## src/rtl/store_rmw_ctrl.sv

```systemverilog
// store_rmw_ctrl: store sequencer. Runs the read-modify-write that a sub-word
// store (sh/sb) needs and the single write that a full-word store (sw) needs,
// behind one start/done handshake.
// Optional feature macro: STORE_BYPASS_EN adds a one-entry cache of the last
// written word. A sub-word store that hits this entry skips the memory read.
module store_rmw_ctrl #(
  parameter int MEM_LAT = 1,
  parameter int ADDR_W  = 32
) (
  input  logic              clk,
  input  logic              reset,
  input  logic              start,
  input  logic [1:0]        ss_ctrl,
  input  logic [ADDR_W-1:0] addr,
  input  logic [31:0]       regb,
  input  logic              flush,
  input  logic [31:0]       mem_rdata,
  output logic [ADDR_W-1:0] mem_addr,
  output logic              mem_rd,
  output logic              mem_wr,
  output logic [31:0]       mem_wdata,
  output logic              busy,
  output logic              done,
  output logic              err
);

  localparam logic [1:0] SS_SW   = 2'b01;
  localparam logic [1:0] SS_SH   = 2'b11;
  localparam logic [1:0] SS_SB   = 2'b10;
  localparam logic [1:0] SS_ILL  = 2'b00;
  localparam logic [2:0] RD_LAST = 3'(MEM_LAT - 1);

  typedef enum logic [1:0] {IDLE, READ, WRITE, DONE} state_t;

  state_t      state;
  logic [31:0] mdr;
  logic [31:0] regb_q;
  logic [1:0]  op_q;
  logic [2:0]  rd_cnt;
  logic        hit;
  logic [31:0] byp_data;
  logic [ADDR_W-1:0] word_addr;

  // Sub-word data always lands in the low bits, whatever addr[1:0] says.
  function automatic logic [31:0] merge(input logic [1:0] op,
                                        input logic [31:0] base,
                                        input logic [31:0] data);
    case (op)
      SS_SH:   merge = {base[31:16], data[15:0]};
      SS_SB:   merge = {base[31:8],  data[7:0]};
      default: merge = data;
    endcase
  endfunction

  // Masking instead of slicing keeps every address bit in the logic cone.
  assign word_addr = addr & ~ADDR_W'(3);

  // Write data is a pure function of registered state, so it is stable for the whole WRITE cycle.
  assign mem_wdata = (state == WRITE) ? merge(op_q, mdr, regb_q) : 32'h0;

`ifdef STORE_BYPASS_EN
  logic              byp_valid;
  logic [ADDR_W-1:0] byp_addr;
  logic [31:0]       byp_word;

  // A flush in the accept cycle wins over a hit, so stale data is never merged.
  assign hit      = byp_valid && (byp_addr == word_addr) && !flush;
  assign byp_data = byp_word;

  // The bypass entry tracks the last written word; flush beats a same-cycle update.
  always_ff @(posedge clk or negedge reset) begin
    if (!reset) begin
      byp_valid <= 1'b0;
      byp_addr  <= '0;
      byp_word  <= 32'h0;
    end else if (flush) begin
      byp_valid <= 1'b0;
    end else if (state == WRITE) begin
      byp_valid <= 1'b1;
      byp_addr  <= mem_addr;
      byp_word  <= mem_wdata;
    end
  end
`else
  logic unused_flush;
  assign unused_flush = flush;
  assign hit          = 1'b0;
  assign byp_data     = 32'h0;
`endif

  // Sequencer: state, latched operands and registered memory/handshake outputs.
  always_ff @(posedge clk or negedge reset) begin
    if (!reset) begin
      state    <= IDLE;
      mdr      <= 32'h0;
      regb_q   <= 32'h0;
      op_q     <= 2'b00;
      rd_cnt   <= 3'd0;
      mem_addr <= '0;
      mem_rd   <= 1'b0;
      mem_wr   <= 1'b0;
      busy     <= 1'b0;
      done     <= 1'b0;
      err      <= 1'b0;
    end else begin
      case (state)
        IDLE: begin
          if (start) begin
            regb_q <= regb;
            op_q   <= ss_ctrl;
            rd_cnt <= 3'd0;
            busy   <= 1'b1;
            if (ss_ctrl == SS_ILL) begin
              state <= DONE;
              done  <= 1'b1;
              err   <= 1'b1;
            end else if (ss_ctrl == SS_SW || hit) begin
              state    <= WRITE;
              mem_wr   <= 1'b1;
              mem_addr <= word_addr;
              mdr      <= byp_data;
            end else begin
              state    <= READ;
              mem_rd   <= 1'b1;
              mem_addr <= word_addr;
            end
          end
        end
        READ: begin
          if (rd_cnt == RD_LAST) begin
            mdr    <= mem_rdata;
            mem_rd <= 1'b0;
            mem_wr <= 1'b1;
            state  <= WRITE;
          end else begin
            rd_cnt <= rd_cnt + 3'd1;
          end
        end
        WRITE: begin
          mem_wr   <= 1'b0;
          mem_addr <= '0;
          done     <= 1'b1;
          state    <= DONE;
        end
        DONE: begin
          done  <= 1'b0;
          err   <= 1'b0;
          busy  <= 1'b0;
          state <= IDLE;
        end
        default: state <= IDLE;
      endcase
    end
  end

endmodule

```

## config.mk

```make
export PLATFORM = sky130hd
export DESIGN_NAME = store_rmw_ctrl
export DESIGN_NICKNAME = d
export VERILOG_FILES = /design/src/rtl/store_rmw_ctrl.sv
export SDC_FILE = /design/constraint.sdc
export NUM_CORES = 1
export LEC_CHECK = 0
export CORE_ASPECT_RATIO = 0.8
export CORE_MARGIN = 2
export CORE_UTILIZATION = 30
export DETAILED_ROUTE_END_ITERATION = 16
export GPL_ROUTABILITY_DRIVEN = 1
export GPL_TIMING_DRIVEN = 1
export PLACE_DENSITY_LB_ADDON = 0.2
export SYNTH_ARGS = -nofsm -noshare
export SYNTH_HDL_FRONTEND = slang
export SYNTH_SLANG_ARGS = --single-unit
export TNS_END_PERCENT = 5
```

## constraint.sdc

```tcl
create_clock -name clk -period 2.1 [get_ports clk]
set_input_delay 0.42 -clock clk [delete_from_list [all_inputs] [get_ports clk]]
set_output_delay 0.42 -clock clk [all_outputs]
set_load 0.05 [all_outputs]
```

==> results.yml, run 1 <==
synth:
  synth.cell_area_um2: 4760
  syn_inst: 409
  syn_avg_cell_area_um2: 11.6
  synth_ff_type: "dfrtp_1"
  synthTopCellsByArea: "dfrtp_1 52%, mux2i_1 11%, mux2_2 10%"
  yosysSeqAreaShare: 0.515
  synth_edf_count: 0
  synth_top_area_share: 0.515
  ys.warnings.count: 0
  synth_top_cell_by_area: "dfrtp_1"
  ys_ff_latch: 98
  yosys.cell_types.count: 37
  async_reset_ff_frac: 1.00
placed_design:
  place_area_um2: 6930
  dpl.cell_count: 772
  hpwl_um: 8740
  gp_congestion: 0.772
  io_buffers: 157
  pre_cts_slack_ps: 21.7
setup_path:
  crit_fanout: 26
  reg2reg_from: "state[1]"
  cp-start-kind: "flop"
  r2r-end: "mdr[11]"
  crit_buf_inv: 3
  max_stage_delay_ps: 420
  end_kind: "output pin"
  worstPathArrival_ps: 1600
  reg2reg_depth: 6
  cp.required_ps: 1680
  path_delay_family: "buffers and inverters"
  path_cells: "inv_2 > ha_4 > inv_6 > nor2_2 > buf_12"
  crit_type: "reg2out"
  critPathSlowestCell: "dfrtp_1"
  r2r_slack_ps: 120
cells_and_area:
  stdcell_count: 789
  antennaDiodeCount: 0
  drive_gt1_frac: 0.258
  syn_to_final_growth_pct: 55.2
  fill_cells: 1449
  postLayoutCellArea_um2: 7390
  nets: 677
global_route:
  grt_overflow_total: 0
  first_global_vias: 3854
  antenna_found_initial: 0
  grt_usage: 0.157
  grt_pass1_wl_um: 20100
  grt_max_degree: 55
sta:
  max_freq_mhz: 495
  maxSlewHeadroom: 0.525
  setup_violations: 0
  setup_slack_ps: 79.2
  final.min_clock_period_ps: 2020
  tightest_slew_ps: 712
  finClkSkew_ps: 4.28
  drv_slew: 0
  rsz0062_at_grt: "true"
  finalCritPeriodShare: 0.962
  hold_ws_ps: 163
  finalHoldViolations: 0
floorplanning:
  start_util: 0.304
  core.rowCount: 41
  die_area_um2: 16900
  core_um2: 15600
  die_h_um: 117
  io_pins: 171
  die_w_um: 145
cts:
  cts_sinks: 98
  clkTransAtPathRegs_ps: 70
  cts_buffer_depth: 2
  clock_latency_ps: 340
  cts_tree: "done"
  clockRootBuffer: "clkbuf_16"
  h-tree-depth: 3
  postCtsSetupRepairBufs: 0
  ctsHoldBuffers: 0
  cts_buffers: 9
detailed_routing:
  drtPass1Iterations: 4
  wire_per_inst_um: 16.0
  vias: 3496
  vias_per_cell: 4.43
  antenna_left: 0
  drtIter0Drc: 68
  drc: 0
  wl_um: 12600
power:
  power_mw: 12.8
  p_leak_nw: 3.12
  peakVddDrop_uv: 958
  powerDensity_nw_per_um2: 1730
flow_run:
  maxCapViolCount: 0
worst_hold_path:
  hold_path_class: "in2async"
run_status:
  status: "finished clean"
## cell usage in the layout (no fill, tap or decap), types with 2 or more instances in the layout
cell	n
nor2_1	4
o311ai_0	2
mux2_2	44
clkdlybuf4s50_1	121
a221oi_1	2
inv_1	30
conb_1	2
nand4_1	2
mux2_1	20
clkbuf_16	9
nor2b_1	31
o21ai_0	7
dfrtp_1	98
nand2b_2	2
inv_6	3
nand2b_1	2
and2_1	8
ha_1	4
bufinv_16	2
buf_12	37
nand2_1	31
nor2_2	24
a21oi_1	3
buf_4	16
mux2i_1	50
## state kept, by name, indices dropped and copies added (netlist names)
register / count
mem_rd: 1
busy: 1
err: 1
mem_addr: 30
mem_wr: 1
state: 2
done: 1
op_q: 2
regb_q: 32
mdr: 24
rd_cnt: 3
## synthesized netlist by cell type (all sizes together), types with 2 or more instances
master / number
a21oi: 3
a221oi: 3
and2: 9
buf: 19
clkbuf: 7
dfrtp: 98
ha: 6
inv: 32
mux2: 64
mux2i: 50
nand2: 31
nand2b: 5
nand4: 2
nor2: 28
nor2b: 31
o21ai: 7
o22ai: 2
o311ai: 2
## worst max path at each step
stage	start	endpoint	slack, ps	cells after the start
after CTS	state[0]	mem_wdata[23]	-8	5
final	state[0]	mem_wdata[20]	80	5
after global placement	start	mem_addr[14]	50	5
after detailed placement	ss_ctrl[1]	mdr[24]	20	5
after global routing	state[1]	mdr[11]	-50	6
after floorplan	state[0]	mem_wdata[11]	40	5
## metrics by stage
step                      TNS [ps]   util
final                            0  0.472
after global routing          -116  0.472
after CTS                    -22.2  0.470
after detailed placement         0  0.443
after global placement           0  0.443
after floorplan                  0      -
## repair_timing
| item | 4_1_cts | 5_1_grt |
|---|---|---|
| setup endpoints to repair | 32 | 48 |
| cloned | 1 | 0 |
| endpoints found under the hold margin | 0 | 0 |
| gates resized for setup | 19 | 15 |
## layer usage
layer  up-vias  track usage  share of wire
li1       1665            -              -
met1      1716        0.193           0.43
met2       104        0.259           0.47
met3        11       0.0611          0.083
met4         0       0.0388          0.012
met5         -            0              0
## cell type report
type | instances | area, um^2 | area share
clock buffer | 11 | 243 | 0.0329
clock inverter | 5 | 85.1 | 0.0115
inverter | 32 | 125 | 0.0169
multi-input combinational | 253 | 2110 | 0.285
sequential | 98 | 2450 | 0.332
tap | 215 | 269 | 0.0364
timing repair buffer | 175 | 2100 | 0.285
## kinds of logic after synthesis
family | synth area share
muxes | 0.257
AOI/OAI and AO/OA | 0.0329
buffers and inverters | 0.0620
other | 0.000788
DFF | 0.515
and+or+nand+nor | 0.117
adders and majority gates | 0.0158
## where the power goes
group	total, mW	internal, mW	switching [mW]
Sequential	3.17	2.73	0.440
Combinational	7.80	3.42	4.38
Clock	1.82	1.09	0.733
Total	12.8	7.25	5.55
Power figures use the tool's default switching activity.
==> inputs of run 2 (changes only) <==
- clock period: 2.1 -> 2.2 ns (I/O delays scaled with it)
==> results.yml, run 2 (synthesis gave the netlist of run 1 again) <==
setup_path:
  crit_type: "reg2out"
  cp.required_ps: 1760
  crit_start: "state[0]"
  crit_path_end: "mem_wdata[21]"
  end_kind: "output pin"
  worstPathArrival_ps: 1610
  cp-start-kind: "flop"
  r2r_slack_ps: 300
  r2r-end: "mdr[25]"
  reg2reg_depth: 6
  crit_fanout: 26
  reg2reg_from: "state[1]"
cells_and_area:
  largest_register: "regb_q"
  syn_to_final_growth_pct: 54.0
  drive_gt1_frac: 0.236
  antennaDiodeCount: 0
  stdcell_count: 786
  largest_reg_flops: 32
  final_common_cell: "clkdlybuf4s50_1"
  reg_top3: "regb_q: 32 flops, mem_addr: 30 flops, mdr: 24 flops"
  nets: 675
  layout_common_cells: "124 x clkdlybuf4s50_1, 98 x dfrtp_1, 50 x mux2i_1, 44 x mux2_2, 38 x buf_12"
placed_design:
  pre_cts_slack_ps: 89.0
  dpl.cell_count: 770
  gp_congestion: 0.773
  io_buffers: 157
  hpwl_um: 8410
sta:
  rsz0062_at_grt: "false"
  final.min_clock_period_ps: 2050
  max_freq_mhz: 488
  finalCritPeriodShare: 0.931
  setup_slack_ps: 151
  setup_violations: 0
  finClkSkew_ps: 6.14
  drv_slew: 0
  tightest_slew_ps: 559
  maxSlewHeadroom: 0.626
  finalHoldViolations: 0
  setup_tns_ps: 0
cts:
  cts_buffers: 9
  clock_latency_ps: 340
  h-tree-depth: 3
  cts_buffer_depth: 2
  cts_tree: "done"
  postCtsSetupRepairBufs: 0
  clkTransAtPathRegs_ps: 60
  ctsHoldBuffers: 0
  clockRootBuffer: "clkbuf_16"
  cts_sinks: 98
power:
  share_seq_of_total_power: 0.255
  sw_frac_of_total: 0.435
  clockPowerShare: 0.128
  peakVddDrop_uv: 803
  p_int_mw: 6.70
  pwr-share-comb: 0.617
  p_sw_mw: 5.16
  powerDensity_nw_per_um2: 1620
  p_leak_nw: 3.08
  power_mw: 11.9
detailed_routing:
  antenna_left: 0
  drc: 0
  wl_um: 11900
  drtPass1Iterations: 4
  vias_per_cell: 4.40
  drtIter0Drc: 91
  wire_per_inst_um: 15.2
  vias: 3455
flow_run:
  maxCapViolCount: 0
floorplanning:
  die_w_um: 145
  start_util: 0.304
  core.rowCount: 41
  core_um2: 15600
  io_pins: 171
  die_area_um2: 16900
  die_h_um: 117
global_route:
  grt_max_degree: 46
  grt_usage: 0.148
  grt_pass1_wl_um: 19100
  first_global_vias: 3643
  grt_overflow_total: 0
  antenna_found_initial: 0
run_status:
  status: "finished clean"
worst_hold_path:
  hold_path_class: "in2async"
==> run 2: changes by cell type in the layout (fill, tap and decap cells not counted), sizes merged <==
| cell | change |
|---|---|
| buf | -5 |
| bufbuf | -1 |
| bufinv | -1 |
| clkbuf | +1 |
| clkdlybuf4s50 | +3 |
| clkinv | +1 |
| clkinvlp | +1 |
| inv | -2 |
==> run 2: final cells by class <==
| cell class | count | area, um^2 |
|---|---|---|
| tap | 215 | 269 |
| fill | 1411 | 8320 |
| clock inverter | 4 | 53.8 |
| clock buffer | 11 | 233 |
| multi-input combinational | 253 | 2090 |
| timing repair buffer | 173 | 2100 |
| sequential | 98 | 2450 |
| inverter | 32 | 125 |
==> run 2: how the worst min path moves through the flow <==
stage,start,endpoint,slack [ps]
floorplan,reset,busy,140
global placement,reset,mem_addr[23],400
detailed placement,reset,mdr[24],400
CTS,reset,mem_addr[30],20
global route,reset,mem_addr[30],40
finish,reset,mem_addr[30],20
==> run 2: power groups by stage <==
stage               Sequential (mW)  Clock, mW  Combinational (mW)
floorplan                      4.01          0                3.54
global placement               3.00          0                7.06
detailed placement             3.05          0                7.15
CTS                            3.02       1.61                7.22
global route                   3.13       1.66                7.80
finish                         3.02       1.52                7.32
==> run 2: per-layer routing <==
layer / wire (um) / part of all wire / GRT usage
met5: 0 / 0 / 0
met4: 137 / 0.011 / 0.0408
met3: 1000 / 0.084 / 0.0554
met2: 5340 / 0.45 / 0.244
met1: 5470 / 0.46 / 0.183
==> run 2: timing repair <==
| item | 4_1_cts | 5_1_grt |
|---|---|---|
| hold endpoints to repair | 0 | 0 |
| cloned | 0 | 1 |
| gates resized for setup | 5 | 23 |
| endpoints found under the setup margin | 32 | 47 |
==> run 2: metrics by stage <==
step | hold slack, ps | area, um^2 | util
after floorplan | 144 | 4760 | -
after global placement | 401 | 6940 | 0.443
after detailed placement | 400 | 6940 | 0.443
after CTS | 20.3 | 7240 | 0.463
after global routing | 39.1 | 7330 | 0.468
final | 18.3 | 7330 | 0.468
==> run 2: critical path: stages, from the launching register on <==
cell and delay [ps]:
dfrtp_1 410, inv_2 110, ha_4 210, inv_6 140, nor2_1 220, buf_12 170
==> inputs of run 3 (changes only) <==
- CORE_UTILIZATION: 30 -> 40
==> results.yml, run 3 (synthesis gave the netlist of run 1 again) <==
sta:
  max_freq_mhz: 481
  finClkSkew_ps: 7.04
  tightest_slew_ps: 550
  maxSlewHeadroom: 0.632
  rsz0062_at_grt: "false"
  setup_violations: 0
  final.min_clock_period_ps: 2080
  drv_slew: 0
  finalHoldViolations: 0
  finalCritPeriodShare: 0.944
cts:
  postCtsSetupRepairBufs: 0
  h-tree-depth: 3
  clockRootBuffer: "clkbuf_16"
  clock_latency_ps: 340
  cts_tree: "done"
  cts_buffer_depth: 2
  cts_buffers: 9
  clkTransAtPathRegs_ps: 70
  cts_sinks: 98
setup_path:
  cp.required_ps: 1760
  max_stage_delay_ps: 400
  critPathSlowestCell: "dfrtp_1"
  crit_path_frequent_cell: "buf_12"
  crit_fanout: 40
  end_kind: "output pin"
  path_delay_family: "buffers and inverters"
  crit_type: "reg2out"
  worstPathArrival_ps: 1640
  cp-start-kind: "flop"
  crit_buf_inv: 3
  path_cells: "inv_1 > ha_4 > buf_12 > and2_1 > buf_12"
detailed_routing:
  vias_per_cell: 4.85
  vias: 3486
  drtIter0Drc: 173
  antenna_left: 0
  wl_um: 11200
  drc: 0
  drtPass1Iterations: 4
  wire_per_inst_um: 15.5
cells_and_area:
  layout_common_cells: "124 x clkdlybuf4s50_1, 98 x dfrtp_1, 50 x mux2i_1, 44 x mux2_2, 37 x buf_12"
  syn_to_final_growth_pct: 51.3
  drive_gt1_frac: 0.212
  largest_register: "regb_q"
  largest_reg_flops: 32
  antennaDiodeCount: 0
  reg_top3: "regb_q: 32 flops, mem_addr: 30 flops, mdr: 24 flops"
  nets: 674
  utilization: 0.623
  final_common_cell: "clkdlybuf4s50_1"
  postLayoutCellArea_um2: 7200
power:
  sw_frac_of_total: 0.429
  peakVddDrop_uv: 942
  p_int_mw: 6.74
  p_sw_mw: 5.07
  power_mw: 11.8
  powerDensity_nw_per_um2: 1640
  share_seq_of_total_power: 0.256
  clockPowerShare: 0.142
  pwr-share-comb: 0.603
  p_leak_nw: 3.09
global_route:
  grt_overflow_total: 0
  antenna_found_initial: 0
  first_global_vias: 3735
  grt_max_degree: 41
  grt_usage: 0.183
  grt_pass1_wl_um: 18500
run_status:
  status: "finished clean"
flow_run:
  maxCapViolCount: 0
placed_design:
  gp_congestion: 0.741
  hpwl_um: 7960
  place_area_um2: 6830
  io_buffers: 157
floorplanning:
  core_um2: 11600
  die_area_um2: 12800
  die_h_um: 102
  core.rowCount: 35
  die_w_um: 126
  start_util: 0.412
  io_pins: 171
worst_hold_path:
  hold_path_class: "reg2reg"
-- run 3: changes by cell type in the layout (fill, tap and decap cells not counted), moves of 3 or more --
| cell | before | now |
|---|---|---|
| and2_1 | 8 | 5 |
| and2_4 | 0 | 3 |
| nor2_1 | 10 | 26 |
| nor2_2 | 18 | 2 |
-- run 3: what timing repair did --
action	CTS	global route
hold endpoints to repair	15	0
setup endpoints to repair	32	63
hold buffers	1	0
resized for setup	4	9
-- run 3: layer usage --
| layer | vias to the layer above | global-route usage | part of all wire | routed length (um) |
|---|---|---|---|---|
| li1 | 1669 | - | - | - |
| met1 | 1685 | 0.223 | 0.43 | 4770 |
| met2 | 120 | 0.299 | 0.46 | 5190 |
| met3 | 12 | 0.0766 | 0.095 | 1060 |
| met4 | 0 | 0.0541 | 0.013 | 142 |
| met5 | - | 0 | 0 | 0 |
-- run 3: path summary, 6_finish.rpt --
check                      slack (ps)  cells past startpoint            to          from
min in group asynchronous         520                      2    regb_q[22]         reset
max                               120                      5  mem_wdata[2]      state[0]
max reg2reg                       210                      6       mdr[11]      state[1]
min                               490                      1  mem_addr[26]  mem_addr[26]
min reg2reg                       490                      1  mem_addr[26]  mem_addr[26]
max in group asynchronous        1080                      3  mem_addr[13]         reset
-- run 3: area by class of cell --
class,count,area (um^2)
inverters,32,123
clock buffers,10,229
multi-input cells,253,2050
repair buffers,172,2070
fillers,923,4360
well taps,148,185
clock inverters,6,91.3
flip-flops and latches,98,2450
-- run 3: power by group through the flow --
stage,Sequential [mW],Clock [mW],Combinational (mW)
2_1_floorplan,4.01,0,3.54
3_3_place_gp,3.00,0,7.00
3_5_place_dp,3.04,0,7.09
4_1_cts,3.02,1.72,7.16
5_1_grt,3.13,1.82,7.53
6_report,3.02,1.67,7.12
-- run 3: through the flow --
step / worst slack (ps) / cells / hold WS [ps] / setup TNS (ps)
2_1_floorplan: 119 / 410 / 144 / 0
3_3_place_gp: 153 / 702 / 326 / 0
3_5_place_dp: 91.0 / 702 / 329 / 0
4_1_cts: -8.91 / 719 / 491 / -8.91
5_1_grt: 16.6 / 719 / 508 / 0
6_report: 123 / 719 / 487 / 0
